## src/rtl/cei_mochila_pkg.sv

```systemverilog
// ----------------------------------------------------------------------------
// cei_mochila_pkg
// Mochila accelerator shared types and constants.
//   bridge_state_e             : external slave bridge operating state
//   EXT_BRIDGE_*               : default parameters of mochila_ext_slave_bridge
//   bridge_cnt_w()             : bit width needed to hold 0..max_val (min 1)
// ----------------------------------------------------------------------------
package cei_mochila_pkg;

  typedef enum logic [1:0] {
    BRIDGE_NORMAL   = 2'd0,
    BRIDGE_FLUSH    = 2'd1,
    BRIDGE_ISOLATED = 2'd2
  } bridge_state_e;

  localparam int unsigned EXT_BRIDGE_MAX_OUTSTANDING = 32'd2;
  localparam int unsigned EXT_BRIDGE_TIMEOUT_CYCLES  = 32'd1024;
  localparam logic [31:0] EXT_BRIDGE_TIMEOUT_RDATA   = 32'hDEAD_BEEF;

  // Width of a counter that must reach max_val; a zero max still gets one bit.
  function automatic int unsigned bridge_cnt_w(input int unsigned max_val);
    if (max_val < 32'd2) begin
      return 32'd1;
    end else begin
      return $clog2(max_val + 32'd1);
    end
  endfunction

endpackage : cei_mochila_pkg

```

## src/rtl/obi_pkg.sv

```systemverilog
// ----------------------------------------------------------------------------
// obi_pkg
// OBI request/response bundles shared by the Mochila bus blocks.
//   obi_req_t  : req, we, be, addr, wdata   (manager -> subordinate)
//   obi_resp_t : gnt, rvalid, rdata          (subordinate -> manager)
// ----------------------------------------------------------------------------
package obi_pkg;

  typedef struct packed {
    logic        req;
    logic        we;
    logic [3:0]  be;
    logic [31:0] addr;
    logic [31:0] wdata;
  } obi_req_t;

  typedef struct packed {
    logic        gnt;
    logic        rvalid;
    logic [31:0] rdata;
  } obi_resp_t;

endpackage : obi_pkg

```

## src/rtl/mochila_ext_slave_bridge_checker.sv

```systemverilog
// ----------------------------------------------------------------------------
// mochila_ext_slave_bridge_checker
// Simulation properties for the external slave bridge.
//   clk_i, rst_ni  : clock, asynchronous active-low reset
//   normal_i       : bridge is in NORMAL
//   rvalid_i       : host response valid
//   dn_zero_i      : no transaction is outstanding at the host
//   owed_ok_i      : owed count is within MAX_OUTSTANDING
// ----------------------------------------------------------------------------
module mochila_ext_slave_bridge_checker (
  input logic clk_i,
  input logic rst_ni,
  input logic normal_i,
  input logic rvalid_i,
  input logic dn_zero_i,
  input logic owed_ok_i
);

  // A host response with nothing outstanding is a protocol error (it is dropped).
  a_no_orphan_rvalid: assert property (@(posedge clk_i) disable iff (!rst_ni)
    !(normal_i && rvalid_i && dn_zero_i));

  a_owed_bounded: assert property (@(posedge clk_i) disable iff (!rst_ni) owed_ok_i);

endmodule : mochila_ext_slave_bridge_checker

```

## src/rtl/mochila_obi_req_slice.sv

```systemverilog
// ----------------------------------------------------------------------------
// mochila_obi_req_slice
// Single-entry OBI request register with valid/ready handshakes on both sides.
// The entry can be dropped with flush_i without a downstream handshake.
//   clk_i, rst_ni  : clock, asynchronous active-low reset
//   flush_i        : discard the held entry at the next edge
//   in_valid_i     : upstream offers in_req_i
//   in_req_i       : request fields to capture
//   in_ready_o     : slice can accept this cycle (empty, or draining now)
//   out_valid_o    : an entry is held
//   out_req_o      : held request fields (stable while out_ready_i is low)
//   out_ready_i    : downstream takes the held entry this cycle
// ----------------------------------------------------------------------------
module mochila_obi_req_slice
  import obi_pkg::*;
(
  input  logic     clk_i,
  input  logic     rst_ni,
  input  logic     flush_i,
  input  logic     in_valid_i,
  input  obi_req_t in_req_i,
  output logic     in_ready_o,
  output logic     out_valid_o,
  output obi_req_t out_req_o,
  input  logic     out_ready_i
);

  logic     valid_r;
  obi_req_t data_r;

  assign in_ready_o  = ~valid_r | out_ready_i;
  assign out_valid_o = valid_r;
  assign out_req_o   = data_r;

  // Entry register: flush wins, then load on accept, then drain on downstream take.
  always_ff @(posedge clk_i or negedge rst_ni) begin
    if (!rst_ni) begin
      valid_r <= 1'b0;
      data_r  <= '0;
    end else if (flush_i) begin
      valid_r <= 1'b0;
    end else if (in_valid_i && in_ready_o) begin
      valid_r <= 1'b1;
      data_r  <= in_req_i;
    end else if (out_ready_i) begin
      valid_r <= 1'b0;
    end
  end

endmodule : mochila_obi_req_slice

```

## src/rtl/mochila_ext_slave_bridge.sv

```systemverilog
// ----------------------------------------------------------------------------
// mochila_ext_slave_bridge
// Bridge between the Mochila external OBI slave port and the host bus. Registers
// requests (through a one-entry slice) and responses, bounds the number of owed
// transactions, and runs a response watchdog. On expiry it flushes every owed
// response locally with TIMEOUT_RDATA and then isolates the accelerator from the
// host until clear_i.
//   clk_i, rst_ni  : clock, asynchronous active-low reset
//   slv_req_i      : request from the accelerator
//   slv_resp_o     : gnt (combinational), rvalid/rdata (registered)
//   mst_req_o      : request to the host bus (slice contents)
//   mst_resp_i     : response from the host bus
//   clear_i        : pulse, leaves ISOLATED
//   timeout_o      : high while not NORMAL
//   outstanding_o  : transactions granted upstream but not yet answered upstream
// ----------------------------------------------------------------------------
module mochila_ext_slave_bridge
  import obi_pkg::*;
  import cei_mochila_pkg::*;
#(
  parameter int unsigned MAX_OUTSTANDING = EXT_BRIDGE_MAX_OUTSTANDING,
  parameter int unsigned TIMEOUT_CYCLES  = EXT_BRIDGE_TIMEOUT_CYCLES,
  parameter logic [31:0] TIMEOUT_RDATA   = EXT_BRIDGE_TIMEOUT_RDATA,
  localparam int unsigned CNT_W = $clog2(MAX_OUTSTANDING + 32'd1)
) (
  input  logic             clk_i,
  input  logic             rst_ni,
  input  obi_req_t         slv_req_i,
  output obi_resp_t        slv_resp_o,
  output obi_req_t         mst_req_o,
  input  obi_resp_t        mst_resp_i,
  input  logic             clear_i,
  output logic             timeout_o,
  output logic [CNT_W-1:0] outstanding_o
);

  localparam int unsigned WD_W = bridge_cnt_w(TIMEOUT_CYCLES);
  localparam logic [CNT_W-1:0] CNT_ZERO = CNT_W'(32'd0);
  localparam logic [CNT_W-1:0] CNT_ONE  = CNT_W'(32'd1);
  localparam logic [CNT_W-1:0] CNT_MAX  = CNT_W'(MAX_OUTSTANDING);
  localparam logic [WD_W-1:0]  WD_ZERO  = WD_W'(32'd0);
  localparam logic [WD_W-1:0]  WD_ONE   = WD_W'(32'd1);
  localparam logic [WD_W-1:0]  WD_LIMIT = WD_W'(TIMEOUT_CYCLES);

  bridge_state_e    state_r;
  logic [CNT_W-1:0] owed_r;       // granted upstream, not yet answered upstream
  logic [CNT_W-1:0] dn_r;         // handed to the host, not yet answered by it
  logic [WD_W-1:0]  wd_r;
  logic             rsp_valid_r;
  logic [31:0]      rsp_rdata_r;

  logic             st_normal_s, st_flush_s, st_isolated_s;
  logic             slice_ready_s, slice_valid_s, slice_in_valid_s, slice_out_ready_s;
  obi_req_t         slice_req_s;
  logic             real_rv_s, synth_s, owed_dec_s, dn_dec_s, room_s;
  logic             slv_gnt_s, up_hs_s, slice_hs_s, fire_s;
  logic [CNT_W-1:0] owed_nxt_s, dn_nxt_s;
  logic [WD_W-1:0]  wd_nxt_s;
  logic             rsp_valid_nxt_s;
  logic [31:0]      rsp_rdata_nxt_s;

  assign st_normal_s   = (state_r == BRIDGE_NORMAL);
  assign st_flush_s    = (state_r == BRIDGE_FLUSH);
  assign st_isolated_s = (state_r == BRIDGE_ISOLATED);

  // A host response only counts if something is outstanding there; in FLUSH it
  // has priority over the synthetic response of that cycle.
  assign real_rv_s  = mst_resp_i.rvalid && !st_isolated_s && (dn_r != CNT_ZERO);
  assign synth_s    = st_flush_s && !real_rv_s && (owed_r != CNT_ZERO);
  assign owed_dec_s = real_rv_s || synth_s;
  // Synthetic answers retire the oldest owed entries, which are the host ones.
  assign dn_dec_s   = real_rv_s || (synth_s && (dn_r != CNT_ZERO));
  assign room_s     = (owed_r < CNT_MAX) || owed_dec_s;

  assign slv_gnt_s         = slv_req_i.req && !st_flush_s && room_s && slice_ready_s;
  assign up_hs_s           = slv_gnt_s && st_normal_s;
  assign slice_in_valid_s  = slv_req_i.req && st_normal_s && room_s;
  assign slice_out_ready_s = mst_resp_i.gnt && st_normal_s;
  assign slice_hs_s        = slice_valid_s && slice_out_ready_s;

  assign fire_s = st_normal_s && (TIMEOUT_CYCLES != 32'd0) && !mst_resp_i.rvalid
                  && (owed_r != CNT_ZERO) && (wd_r == WD_LIMIT);

  mochila_obi_req_slice u_req_slice (
    .clk_i       (clk_i),
    .rst_ni      (rst_ni),
    .flush_i     (st_flush_s),
    .in_valid_i  (slice_in_valid_s),
    .in_req_i    (slv_req_i),
    .in_ready_o  (slice_ready_s),
    .out_valid_o (slice_valid_s),
    .out_req_o   (slice_req_s),
    .out_ready_i (slice_out_ready_s)
  );

  // Owed/downstream counter updates; simultaneous increment and decrement cancel.
  always_comb begin
    owed_nxt_s = owed_r;
    if (up_hs_s && !owed_dec_s) begin
      owed_nxt_s = owed_r + CNT_ONE;
    end else if (!up_hs_s && owed_dec_s) begin
      owed_nxt_s = owed_r - CNT_ONE;
    end else begin
      owed_nxt_s = owed_r;
    end

    dn_nxt_s = dn_r;
    if (slice_hs_s && !dn_dec_s) begin
      dn_nxt_s = dn_r + CNT_ONE;
    end else if (!slice_hs_s && dn_dec_s) begin
      dn_nxt_s = dn_r - CNT_ONE;
    end else begin
      dn_nxt_s = dn_r;
    end
  end

  // Watchdog: counts NORMAL cycles with owed work and no host response, saturating.
  always_comb begin
    wd_nxt_s = wd_r;
    if (!st_normal_s || (TIMEOUT_CYCLES == 32'd0) || mst_resp_i.rvalid || (owed_r == CNT_ZERO)) begin
      wd_nxt_s = WD_ZERO;
    end else if (wd_r == WD_LIMIT) begin
      wd_nxt_s = wd_r;
    end else begin
      wd_nxt_s = wd_r + WD_ONE;
    end
  end

  // Upstream response source: local answer when isolated, else host data, else synthetic.
  always_comb begin
    rsp_valid_nxt_s = 1'b0;
    rsp_rdata_nxt_s = rsp_rdata_r;
    if (st_isolated_s) begin
      rsp_valid_nxt_s = slv_gnt_s;
      rsp_rdata_nxt_s = TIMEOUT_RDATA;
    end else if (real_rv_s) begin
      rsp_valid_nxt_s = 1'b1;
      rsp_rdata_nxt_s = mst_resp_i.rdata;
    end else if (synth_s) begin
      rsp_valid_nxt_s = 1'b1;
      rsp_rdata_nxt_s = TIMEOUT_RDATA;
    end else begin
      rsp_valid_nxt_s = 1'b0;
      rsp_rdata_nxt_s = rsp_rdata_r;
    end
  end

  // Bridge FSM together with its counters and the registered upstream response.
  always_ff @(posedge clk_i or negedge rst_ni) begin
    if (!rst_ni) begin
      state_r     <= BRIDGE_NORMAL;
      owed_r      <= CNT_ZERO;
      dn_r        <= CNT_ZERO;
      wd_r        <= WD_ZERO;
      rsp_valid_r <= 1'b0;
      rsp_rdata_r <= 32'h0000_0000;
    end else begin
      owed_r      <= owed_nxt_s;
      dn_r        <= dn_nxt_s;
      wd_r        <= wd_nxt_s;
      rsp_valid_r <= rsp_valid_nxt_s;
      rsp_rdata_r <= rsp_rdata_nxt_s;
      case (state_r)
        BRIDGE_NORMAL: begin
          if (fire_s) state_r <= BRIDGE_FLUSH;
        end
        BRIDGE_FLUSH: begin
          if (owed_r == CNT_ZERO) state_r <= BRIDGE_ISOLATED;
        end
        BRIDGE_ISOLATED: begin
          if (clear_i) begin
            state_r <= BRIDGE_NORMAL;
            owed_r  <= CNT_ZERO;
            dn_r    <= CNT_ZERO;
            wd_r    <= WD_ZERO;
          end
        end
        default: state_r <= BRIDGE_NORMAL;
      endcase
    end
  end

  // Host request is the slice entry, withdrawn the moment the bridge leaves NORMAL.
  always_comb begin
    mst_req_o     = slice_req_s;
    mst_req_o.req = slice_valid_s && st_normal_s;
  end

  // Upstream response bundle.
  always_comb begin
    slv_resp_o        = '0;
    slv_resp_o.gnt    = slv_gnt_s;
    slv_resp_o.rvalid = rsp_valid_r;
    slv_resp_o.rdata  = rsp_rdata_r;
  end

  assign timeout_o     = !st_normal_s;
  assign outstanding_o = owed_r;

  mochila_ext_slave_bridge_checker u_checker (
    .clk_i     (clk_i),
    .rst_ni    (rst_ni),
    .normal_i  (st_normal_s),
    .rvalid_i  (mst_resp_i.rvalid),
    .dn_zero_i (dn_r == CNT_ZERO),
    .owed_ok_i (owed_r <= CNT_MAX)
  );

endmodule : mochila_ext_slave_bridge
```

## config.mk

```make
export PLATFORM = sky130hd
export DESIGN_NAME = mochila_ext_slave_bridge
export DESIGN_NICKNAME = d
export VERILOG_FILES = /design/src/rtl/cei_mochila_pkg.sv /design/src/rtl/obi_pkg.sv /design/src/rtl/mochila_ext_slave_bridge_checker.sv /design/src/rtl/mochila_obi_req_slice.sv /design/src/rtl/mochila_ext_slave_bridge.sv
export SDC_FILE = /design/constraint.sdc
export NUM_CORES = 1
export LEC_CHECK = 0
export BUFFER_PORTS_ARGS = -buffer_cell sky130_fd_sc_hd__buf_2
export CELL_PAD_IN_SITES_DETAIL_PLACEMENT = 1
export CELL_PAD_IN_SITES_GLOBAL_PLACEMENT = 2
export CORE_ASPECT_RATIO = 0.5
export CORE_UTILIZATION = 33
export CTS_CLUSTER_SIZE = 16
export DETAILED_ROUTE_END_ITERATION = 10
export PLACE_DENSITY = 0.87
export SKIP_CTS_REPAIR_TIMING = 1
export SYNTH_ARGS = -nofsm -noshare
export SYNTH_HDL_FRONTEND = slang
export SYNTH_SLANG_ARGS = --single-unit
```

## constraint.sdc

```tcl
create_clock -name clk_i -period 5.23 [get_ports clk_i]
set_input_delay 0.7845 -clock clk_i [delete_from_list [all_inputs] [get_ports clk_i]]
set_output_delay 0.7845 -clock clk_i [all_outputs]
set_load 0.005 [all_outputs]
```

==> flow_summary_export.csv, run 1 <==
group,metric,value,unit
status,status,"finished, final reports clean",
cells_and_area,layout-drive-gt1-share,56.6,%
power,power,4.20,mW
global_routing,grt_util_met3,3.24,%
cells_and_area,stdcell_area,6860,um2
synth,avgSynthCellArea,15.1,um2
worst_setup_path,critical_path.top_delay_family,"simple AND/OR/NAND/NOR gates",
drt,routed_wl,13900,um
synth,ys.flop_type,"dfrtp_1",
placed_design,dp_hpwl,9990,um
placed_design,numPortBuffers,213,
power,ir_drop,0.000252,V
global_routing,overflow,0,
synth,syn-instance-count,336,
synth,ys_seq_area_share,59.3,%
sta,setup_tns,0,ns
drt,viasPerCell,4.68,
synth,synth_edf_count,0,
synth,ys_ff_latch,120,
worst_setup_path,timing.rr.end,"u_req_slice.out_req_o[22]$_DFFE_PN0P_",
worst_setup_path,slowest_delay,0.42,ns
die,core-area,14700,um2
clock_network,cts_buffers,17,
placed_design,gp_congestion,0.770,
cells_and_area,fin_nets,665,
worst_setup_path,arrival,2.14,ns
drt,via_count,3582,
synth,netlist_area,5060,um2
drt,drt-initial-drc-count,143,
clock_network,worst_skew_pair.late_latency,0.41,ns
worst_setup_path,end_kind,"output pin",
sta,slew_viol_final,0,
drt,ant_nets,0,
sta,finalSetupViolCount,0,
worst_setup_path,worstSetupPathType,"reg -> out",
worst_setup_path,path_cells,"inv_1 -> ha_1 -> or3b_4 -> o211ai_2 -> nand2_1 -> a221oi_1 -> buf_2",
worst_setup_path,path_buf_inv,2,
die,die_h,89.6,um
sta,fin_crit_sh,55.9,%
drt,wl_per_cell,18.1,um
worst_setup_path,critPathRequiredTime,4.45,ns
die,initial_core_util,34.4,%
power,cellPowerDensity,612,nW/um2
flow_run,maxCapViolations,0,
worst_setup_path,endpoint,"slv_resp_o[33]",
synth,synthDistinctLibCells,38,
die,die_w,177,um
cells_and_area,final_cell_mix,"buf_2 (212), dfrtp_1 (120), mux2_4 (69)",
power,leakagePower,3.49,nW
sta,maxSlewHeadroom,28.4,%
clock_network,root_buffer,"clkbuf_16",
synth,yosysWarnings,0,
worst_setup_path,slowest_stage,"dfrtp_1",
worst_setup_path,worst-path-stages,7,
global_routing,grt_start_max_net_pins,84,
clock_network,clockBufferDepth,2,
global_routing,grt-busiest-layer,"met2",
worst_setup_path,critPathLaunch,"outstanding_o[1]$_DFF_PN0_",
sta,rsz0062_at_grt,"no",
worst_setup_path,rrSetupSlack,2.37,ns
worst_setup_path,cp-start-kind,"flop",
cells_and_area,fin_util,46.5,%
worst_setup_path,reg2reg_from,"dn_r[0]$_DFF_PN0_",
global_routing,grt_pass1_wl,20700,um
sta,worst_slew_pin_slew,1.07,ns
global_routing,antenna_found_initial,0,
worst_setup_path,critPathMaxFanout,5,
global_routing,grt_usage,17.4,%
sta,fin_skew,0.0144,ns
sta,fin_crit,2.93,ns
synth,syn_nets,447,
global_routing,grt_util_met2,31.4,%
worst_setup_path,reg2regPathDepth,8,
cells_and_area,final_common_cell,"buf_2",
clock_network,htree_num_levels,4,
die,die-area,15900,um2
sta,hold_viol_final,0,
clock_network,tritoncts,"yes",
die,row_count,31,
placed_design,place_area,6270,um2
drt,drc,0,
clock_network,path_clk_slew,0.06,ns
global_routing,grt_pass1_vias,3754,
sta,fmax,342,MHz
clock_network,cts.sinks,120,
min_path,hp-class,"reg -> reg",
cells_and_area,synthToLayoutAreaGrowth,35.4,%
die,io-pin-count,214,
synth,async_reset_ff_share,100,%
drt,dr.pass1.iters,4,
global_routing,grt.met1_usage,20.7,%
-- how the worst min path moves through the flow --
stage                                     start                           to  slack (ns)  cells after the start
floorplan            rsp_rdata_r[0]$_DFFE_PN0P_   rsp_rdata_r[0]$_DFFE_PN0P_        0.48                      1
global placement     rsp_rdata_r[1]$_DFFE_PN0P_   rsp_rdata_r[1]$_DFFE_PN0P_        0.47                      1
detailed placement  rsp_rdata_r[23]$_DFFE_PN0P_  rsp_rdata_r[23]$_DFFE_PN0P_        0.48                      1
CTS                  rsp_rdata_r[1]$_DFFE_PN0P_   rsp_rdata_r[1]$_DFFE_PN0P_        0.49                      1
global route        rsp_rdata_r[31]$_DFFE_PN0P_  rsp_rdata_r[31]$_DFFE_PN0P_        0.50                      1
finish              rsp_rdata_r[28]$_DFFE_PN0P_  rsp_rdata_r[28]$_DFFE_PN0P_        0.49                      1
-- layout make-up --
| class | instances | area [um2] |
|---|---|---|
| inverters | 8 | 30.0 |
| repair buffers | 216 | 1090 |
| diodes | 1 | 2.50 |
| well taps | 198 | 248 |
| multi-input cells | 191 | 1900 |
| clock inverters | 14 | 149 |
| fillers | 1605 | 7880 |
| flip-flops and latches | 120 | 3000 |
| clock buffers | 18 | 439 |
-- synthesized netlist by cell type, types with 3 or more instances --
library cell	n	area (um2)
inv_1	8	30.0
nand3_1	4	20.0
xor2_1	5	43.8
nand2_1	8	30.0
or3_1	4	25.0
o21ai_0	4	20.0
a21oi_1	7	35.0
ha_1	4	50.1
nor2_1	17	63.8
nand2b_1	4	25.0
dfrtp_1	120	3000
xnor2_1	6	52.6
mux2_4	69	1040
clkbuf_1	6	22.5
buf_4	3	22.5
and2_1	3	18.8
buf_6	8	90.1
a22o_1	8	70.1
o22a_1	24	210
-- metrics by stage --
step,instances,worst slack [ns],hold slack [ns]
after floorplan,336,2.85,0.484
after global placement,733,2.28,0.467
after detailed placement,733,2.22,0.477
after CTS,765,2.27,0.488
after global routing,765,2.20,0.501
final,766,2.30,0.486
-- sequential cells by signal, indices dropped and copies added, names as in the netlist --
register,cells
rsp_rdata_r,32
wd_r,11
dn_r,2
state_r,2
u_req_slice.out_valid_o,1
outstanding_o,2
rsp_valid_r,1
u_req_slice.out_req_o,69
-- where the power goes --
part / switching (mW) / internal, mW / leakage (nW)
clock: 0.451 / 0.716 / 0.279
combinational: 0.594 / 0.852 / 1.79
sequential: 0.245 / 1.34 / 1.42
-- kinds of logic after synthesis --
family                   after synthesis  synth area share, %
XOR/XNOR                              11                 1.90
buffers and inverters                 25                 3.26
flip-flops                           120                 59.3
AND/OR/NAND/NOR                       56                 6.13
adder cells (fa/ha/maj)                4                0.988
multiplexers                          69                 20.5
AO/OA/AOI/OAI                         51                 7.98
-- routing by layer --
metal  routed length, um  share of wire, %
met1                5610                40
met2                7600                55
met3                 410               3.0
met4                 264               1.9
met5                   0                 0
Note: power is estimated with default switching activity, not from simulation.
==> inputs of run 2 (changes only) <==
Settings changed: CORE_UTILIZATION 33 to 28, PLACE_DENSITY 0.87 to 0.79.
Clock period 5.23 ns to 2.6 ns, I/O delays scaled along.
==> run 2 against run 1 <==
  * Die area increased by 18%
  * Clock skew decreased by 0.0028 ns
  * Via count decreased by 0.34%
  * First-iteration DRC count decreased by 15%
  * Power increased by 100%
  * Register-to-register slack got worse by 2.0 ns
  * Utilization decreased by 6.7 points
  * Sequential power increased by 100%
  * Non-clock buffer count increased by 3
  * Combinational power increased by 100%
  * Hold slack got worse by 0.40 ns
==> flow_summary_export.csv, run 2 (synthesis results as in run 1) <==
group,metric,value,unit
worst_setup_path,rrSetupSlack,0.41,ns
clock_network,cts_buffers,17,
global_routing,grt-busiest-layer,"met2",
global_routing,antenna_found_initial,0,
cells_and_area,layout-drive-gt1-share,56.8,%
global_routing,grt_pass1_vias,3873,
drt,dr.pass1.iters,4,
flow_run,maxCapViolations,0,
status,status,"finished, final reports clean",
clock_network,cts.sinks,120,
die,initial_core_util,28.9,%
clock_network,tritoncts,"yes",
global_routing,grt.met1_usage,18.8,%
cells_and_area,fin_nets,668,
placed_design,numPortBuffers,213,
sta,finalSetupViolCount,0,
cells_and_area,final_common_cell,"buf_2",
placed_design,place_area,6370,um2
worst_setup_path,worstSetupPathType,"reg -> out",
clock_network,worst_skew_pair.late_latency,0.40,ns
clock_network,htree_num_levels,4,
drt,drt-initial-drc-count,121,
placed_design,dp_hpwl,9930,um
drt,routed_wl,13700,um
sta,slew_viol_final,0,
power,cellPowerDensity,1220,nW/um2
cells_and_area,n_antenna_cell,0,
sta,fin_skew,0.0116,ns
die,die_w,192,um
die,die-area,18700,um2
die,core-area,17500,um2
sta,hold_viol_final,0,
min_path,hp-class,"in -> async",
global_routing,grt_start_max_net_pins,121,
drt,ant_nets,0,
power,ir_drop,0.000427,V
worst_setup_path,reg2regPathDepth,7,
clock_network,root_buffer,"clkbuf_16",
global_routing,grt_util_met2,27.0,%
sta,fmax,405,MHz
clock_network,clockBufferDepth,2,
cells_and_area,final_cell_mix,"buf_2 (212), dfrtp_1 (119), mux2_4 (69)",
worst_setup_path,critPathLaunch,"outstanding_o[0]$_DFF_PN0_",
drt,viasPerCell,4.44,
worst_setup_path,critPathMaxFanout,4,
global_routing,overflow,0,
die,io-pin-count,214,
cells_and_area,largest_register_ffs,69,
global_routing,grt_pass1_wl,22100,um
sta,worst_slew_pin_slew,0.648,ns
cells_and_area,synthToLayoutAreaGrowth,37.8,%
global_routing,grt_util_met3,3.61,%
worst_setup_path,reg2reg_from,"outstanding_o[0]$_DFF_PN0_",
placed_design,gp_congestion,0.773,
drt,drc,0,
sta,maxSlewHeadroom,56.8,%
worst_setup_path,arrival,2.08,ns
cells_and_area,stdcell_area,6980,um2
power,leakagePower,3.53,nW
worst_setup_path,critPathRequiredTime,2.21,ns
worst_setup_path,timing.rr.end,"u_req_slice.out_req_o[10]$_DFFE_PN0P_",
worst_setup_path,cp-start-kind,"flop",
worst_setup_path,endpoint,"slv_resp_o[33]",
global_routing,grt_usage,15.6,%
die,row_count,34,
power,power,8.50,mW
die,die_h,97.1,um
drt,via_count,3570,
sta,fin_crit,2.47,ns
worst_setup_path,end_kind,"output pin",
drt,wl_per_cell,17.1,um
sta,fin_crit_sh,94.9,%
clock_network,path_clk_slew,0.06,ns
-- run 2: final cells by class --
cell class | count | area [um2]
Clock inverter | 12 | 150
Multi-Input combinational cell | 191 | 1900
Sequential cell | 120 | 3000
Timing Repair Buffer | 219 | 1150
Clock buffer | 20 | 447
Fill cell | 1902 | 10500
Inverter | 8 | 30.0
Tap cell | 234 | 293
-- run 2: critical path: stages, from the launching register on --
cell and delay, ns:
dfrtp_1 0.37, inv_1 0.09, ha_1 0.24, or3b_4 0.40
o211ai_2 0.12, nand2_1 0.13, a221oi_2 0.18, buf_2 0.15
-- run 2: worst min-delay path by stage --
stage / start / endpoint / depth (start not counted)
after floorplan: rst_ni / dn_r[0]$_DFF_PN0_ / 0
after global placement: rsp_rdata_r[10]$_DFFE_PN0P_ / rsp_rdata_r[10]$_DFFE_PN0P_ / 1
after detailed placement: rsp_rdata_r[3]$_DFFE_PN0P_ / rsp_rdata_r[3]$_DFFE_PN0P_ / 1
after CTS: rst_ni / dn_r[0]$_DFF_PN0_ / 2
after global routing: rst_ni / u_req_slice.out_req_o[33]$_DFFE_PN0P_ / 2
final: rst_ni / u_req_slice.out_req_o[33]$_DFFE_PN0P_ / 2
-- run 2: per-layer routing --
layer	vias up	part of all wire, %
met1	1838	42
met5	-	0
met3	16	3.1
met4	0	1.6
met2	67	54
li1	1649	-
-- run 2: report_power, final --
group / leakage, nW / total (mW) / internal, mW / switching (mW)
sequential: 1.42 / 3.16 / 2.69 / 0.473
combinational: 1.83 / 2.94 / 1.75 / 1.19
clock: 0.286 / 2.40 / 1.53 / 0.868
total: 3.53 / 8.50 / 5.97 / 2.53
-- run 2: stage by stage --
| stage | TNS [ns] | utilization (%) | hold WS, ns | instances | worst slack (ns) |
|---|---|---|---|---|---|
| 3_5_place_dp | 0 | 36.4 | 0.472 | 772 | 0.423 |
| 4_1_cts | 0 | 39.8 | 0.103 | 804 | 0.0849 |
| 2_1_floorplan | 0 | - | 0.0944 | 336 | 0.616 |
| 3_3_place_gp | 0 | 36.4 | 0.467 | 772 | 0.455 |
| 5_1_grt | -0.0194 | 39.8 | 0.125 | 804 | -0.0194 |
| 6_report | 0 | 39.8 | 0.0895 | 804 | 0.134 |
==> inputs of run 3 (changes only) <==
Settings changed: BUFFER_PORTS_ARGS -buffer_cell sky130_fd_sc_hd__buf_2 to unset, CORE_UTILIZATION 28 to 37, DONT_BUFFER_PORTS set to 1, PLACE_DENSITY 0.79 to 0.78.
==> run 3 against run 2 <==
  * The flow now finishes with violations (negative hold slack)
  * Sequential power grew 9.8%
  * Highest routed layer unchanged
  * Clock power is 4% higher
  * Cell count decreased by 35%
  * Via count down 22%
  * Critical path depth shrank 1
  * Clock skew grew 0.0038 ns
  * Sequential cell count did not move
  * Wire length is 16% lower
  * Global-route usage is 1.6 points higher
  * Hold slack got worse by 0.41 ns
  * Setup slack worse by 0.015 ns
  * Fmax is 0.61% lower
  * Critical path type unchanged
==> flow_summary_export.csv, run 3 (synthesis results as in run 1) <==
group,metric,value,unit
sta,setup_tns,0,ns
placed_design,place_ws,0.383,ns
power,ir_drop,0.000548,V
cells_and_area,n_fill_cell,1268,
global_routing,grt_pass1_wl,18500,um
flow_run,maxCapViolations,0,
drt,drt-initial-drc-count,102,
placed_design,numPortBuffers,0,
power,p_comb_share,23.4,%
status,violations,"negative hold slack",
status,status,"complete, but fails checks",
sta,setup_ws,0.119,ns
sta,worst_slew_pin_slew,0.827,ns
sta,fin_crit_sh,95.4,%
die,row_count,29,
cells_and_area,fin_nets,452,
power,cellPowerDensity,1340,nW/um2
sta,finalSetupViolCount,0,
drt,routed_wl,11600,um
sta,fin_crit,2.48,ns
power,p_seq_share,44.5,%
worst_setup_path,worstSetupPathType,"reg -> out",
global_routing,antenna_found_initial,0,
die,io-pin-count,214,
drt,via_count,2793,
cells_and_area,layout-drive-gt1-share,30.0,%
global_routing,overflow,0,
die,core-area,13000,um2
global_routing,grt_usage,17.2,%
clock_network,path_clk_slew,0.06,ns
die,die_h,84.7,um
clock_network,clockBufferDepth,2,
sta,fmax,403,MHz
power,intPower,5.47,mW
drt,ant_nets,0,
power,p_sw_share,29.8,%
placed_design,dp_hpwl,8130,um
cells_and_area,fin_cells,523,
sta,maxSlewHeadroom,44.7,%
drt,viasPerCell,5.34,
die,die_w,167,um
worst_setup_path,end_kind,"output pin",
clock_network,cts_buffers,17,
drt,wl_per_cell,22.1,um
sta,rsz0062_at_grt,"no",
drt,drc,0,
power,power.switching,2.32,mW
power,power,7.79,mW
cells_and_area,final_common_cell,"dfrtp_1",
worst_setup_path,cp-start-kind,"flop",
clock_network,worst_skew_pair.late_latency,0.41,ns
worst_setup_path,critPathMaxFanout,4,
clock_network,root_buffer,"clkbuf_16",
die,die-area,14200,um2
cells_and_area,final_cell_mix,"dfrtp_1 (120), mux2_4 (69), o22a_1 (24)",
power,leakagePower,2.68,nW
sta,hold-worst-slack,-0.316,ns
sta,hold_viol_final,120,
cells_and_area,n_antenna_cell,0,
global_routing,grt_start_max_net_pins,121,
worst_setup_path,arrival,2.09,ns
worst_setup_path,critPathRequiredTime,2.21,ns
power,clkPwrFrac,32.0,%
placed_design,gp_congestion,0.712,
clock_network,cts.sinks,120,
min_path,hp-class,"in -> async",
sta,fin_skew,0.0154,ns
cells_and_area,synthToLayoutAreaGrowth,14.6,%
sta,slew_viol_final,0,
placed_design,placed_cells,492,
clock_network,htree_num_levels,4,
drt,dr.pass1.iters,4,
clock_network,tritoncts,"yes",
cells_and_area,largest_register_ffs,69,
die,initial_core_util,39.0,%
worst_setup_path,rrSetupSlack,0.37,ns
global_routing,grt_pass1_vias,3195,
[run 3: changes by cell type in the layout (fill, tap and decap cells not counted), sizes merged]
| cell | change |
|---|---|
| clkbuf | -2 |
| bufinv | +1 |
| clkinv | -3 |
| buf | -216 |
| inv | +3 |
[run 3: power groups by stage]
stage	clock network, mW	registers (mW)	logic, mW
final	2.49	3.47	1.82
after global routing	2.64	3.56	1.99
after CTS	2.55	3.48	1.86
after detailed placement	0	3.48	1.86
after global placement	0	3.45	1.70
after floorplan	0	3.21	1.64
[run 3: final cells by class]
class / count / area, um2 / share of cell area, %
Clock buffer: 18 / 429 / 7.40
Clock inverter: 13 / 195 / 3.36
Inverter: 8 / 30.0 / 0.518
Multi-Input combinational cell: 191 / 1900 / 32.7
Sequential cell: 120 / 3000 / 51.8
Tap cell: 170 / 213 / 3.67
Timing Repair Buffer: 3 / 35.0 / 0.604
[run 3: path summary, 6_finish.rpt]
path | from | end | depth (start not counted)
setup / recovery | outstanding_o[0]$_DFF_PN0_ | slv_resp_o[33] | 6
hold / removal | rst_ni | u_req_slice.out_req_o[66]$_DFFE_PN0P_ | 0
setup reg to reg | outstanding_o[0]$_DFF_PN0_ | u_req_slice.out_req_o[6]$_DFFE_PN0P_ | 7
hold reg to reg | rsp_rdata_r[27]$_DFFE_PN0P_ | rsp_rdata_r[27]$_DFFE_PN0P_ | 1
max in group asynchronous | rst_ni | rsp_rdata_r[1]$_DFFE_PN0P_ | 0
min in group clk_i | clear_i | state_r[1]$_DFFE_PN0P_ | 1
[run 3: critical path, cell delays in order, from the launching register on]
cell	delay, ns
dfrtp_1	0.41
inv_1	0.10
ha_1	0.25
or3b_4	0.40
o211ai_2	0.13
nand2_1	0.11
a221oi_1	0.29
[run 3: layer usage]
metal	track usage (%)	share of wire, %
met1	20.1	41
met2	29.8	53
met3	5.28	5.2
met4	6.59	1.2
met5	0	0
[run 3: stage by stage]
stage,utilization (%),instance area [um2]
after floorplan,-,5060
after global placement,39.9,5180
after detailed placement,39.9,5180
after CTS,44.7,5800
after global routing,44.7,5800
final,44.7,5800
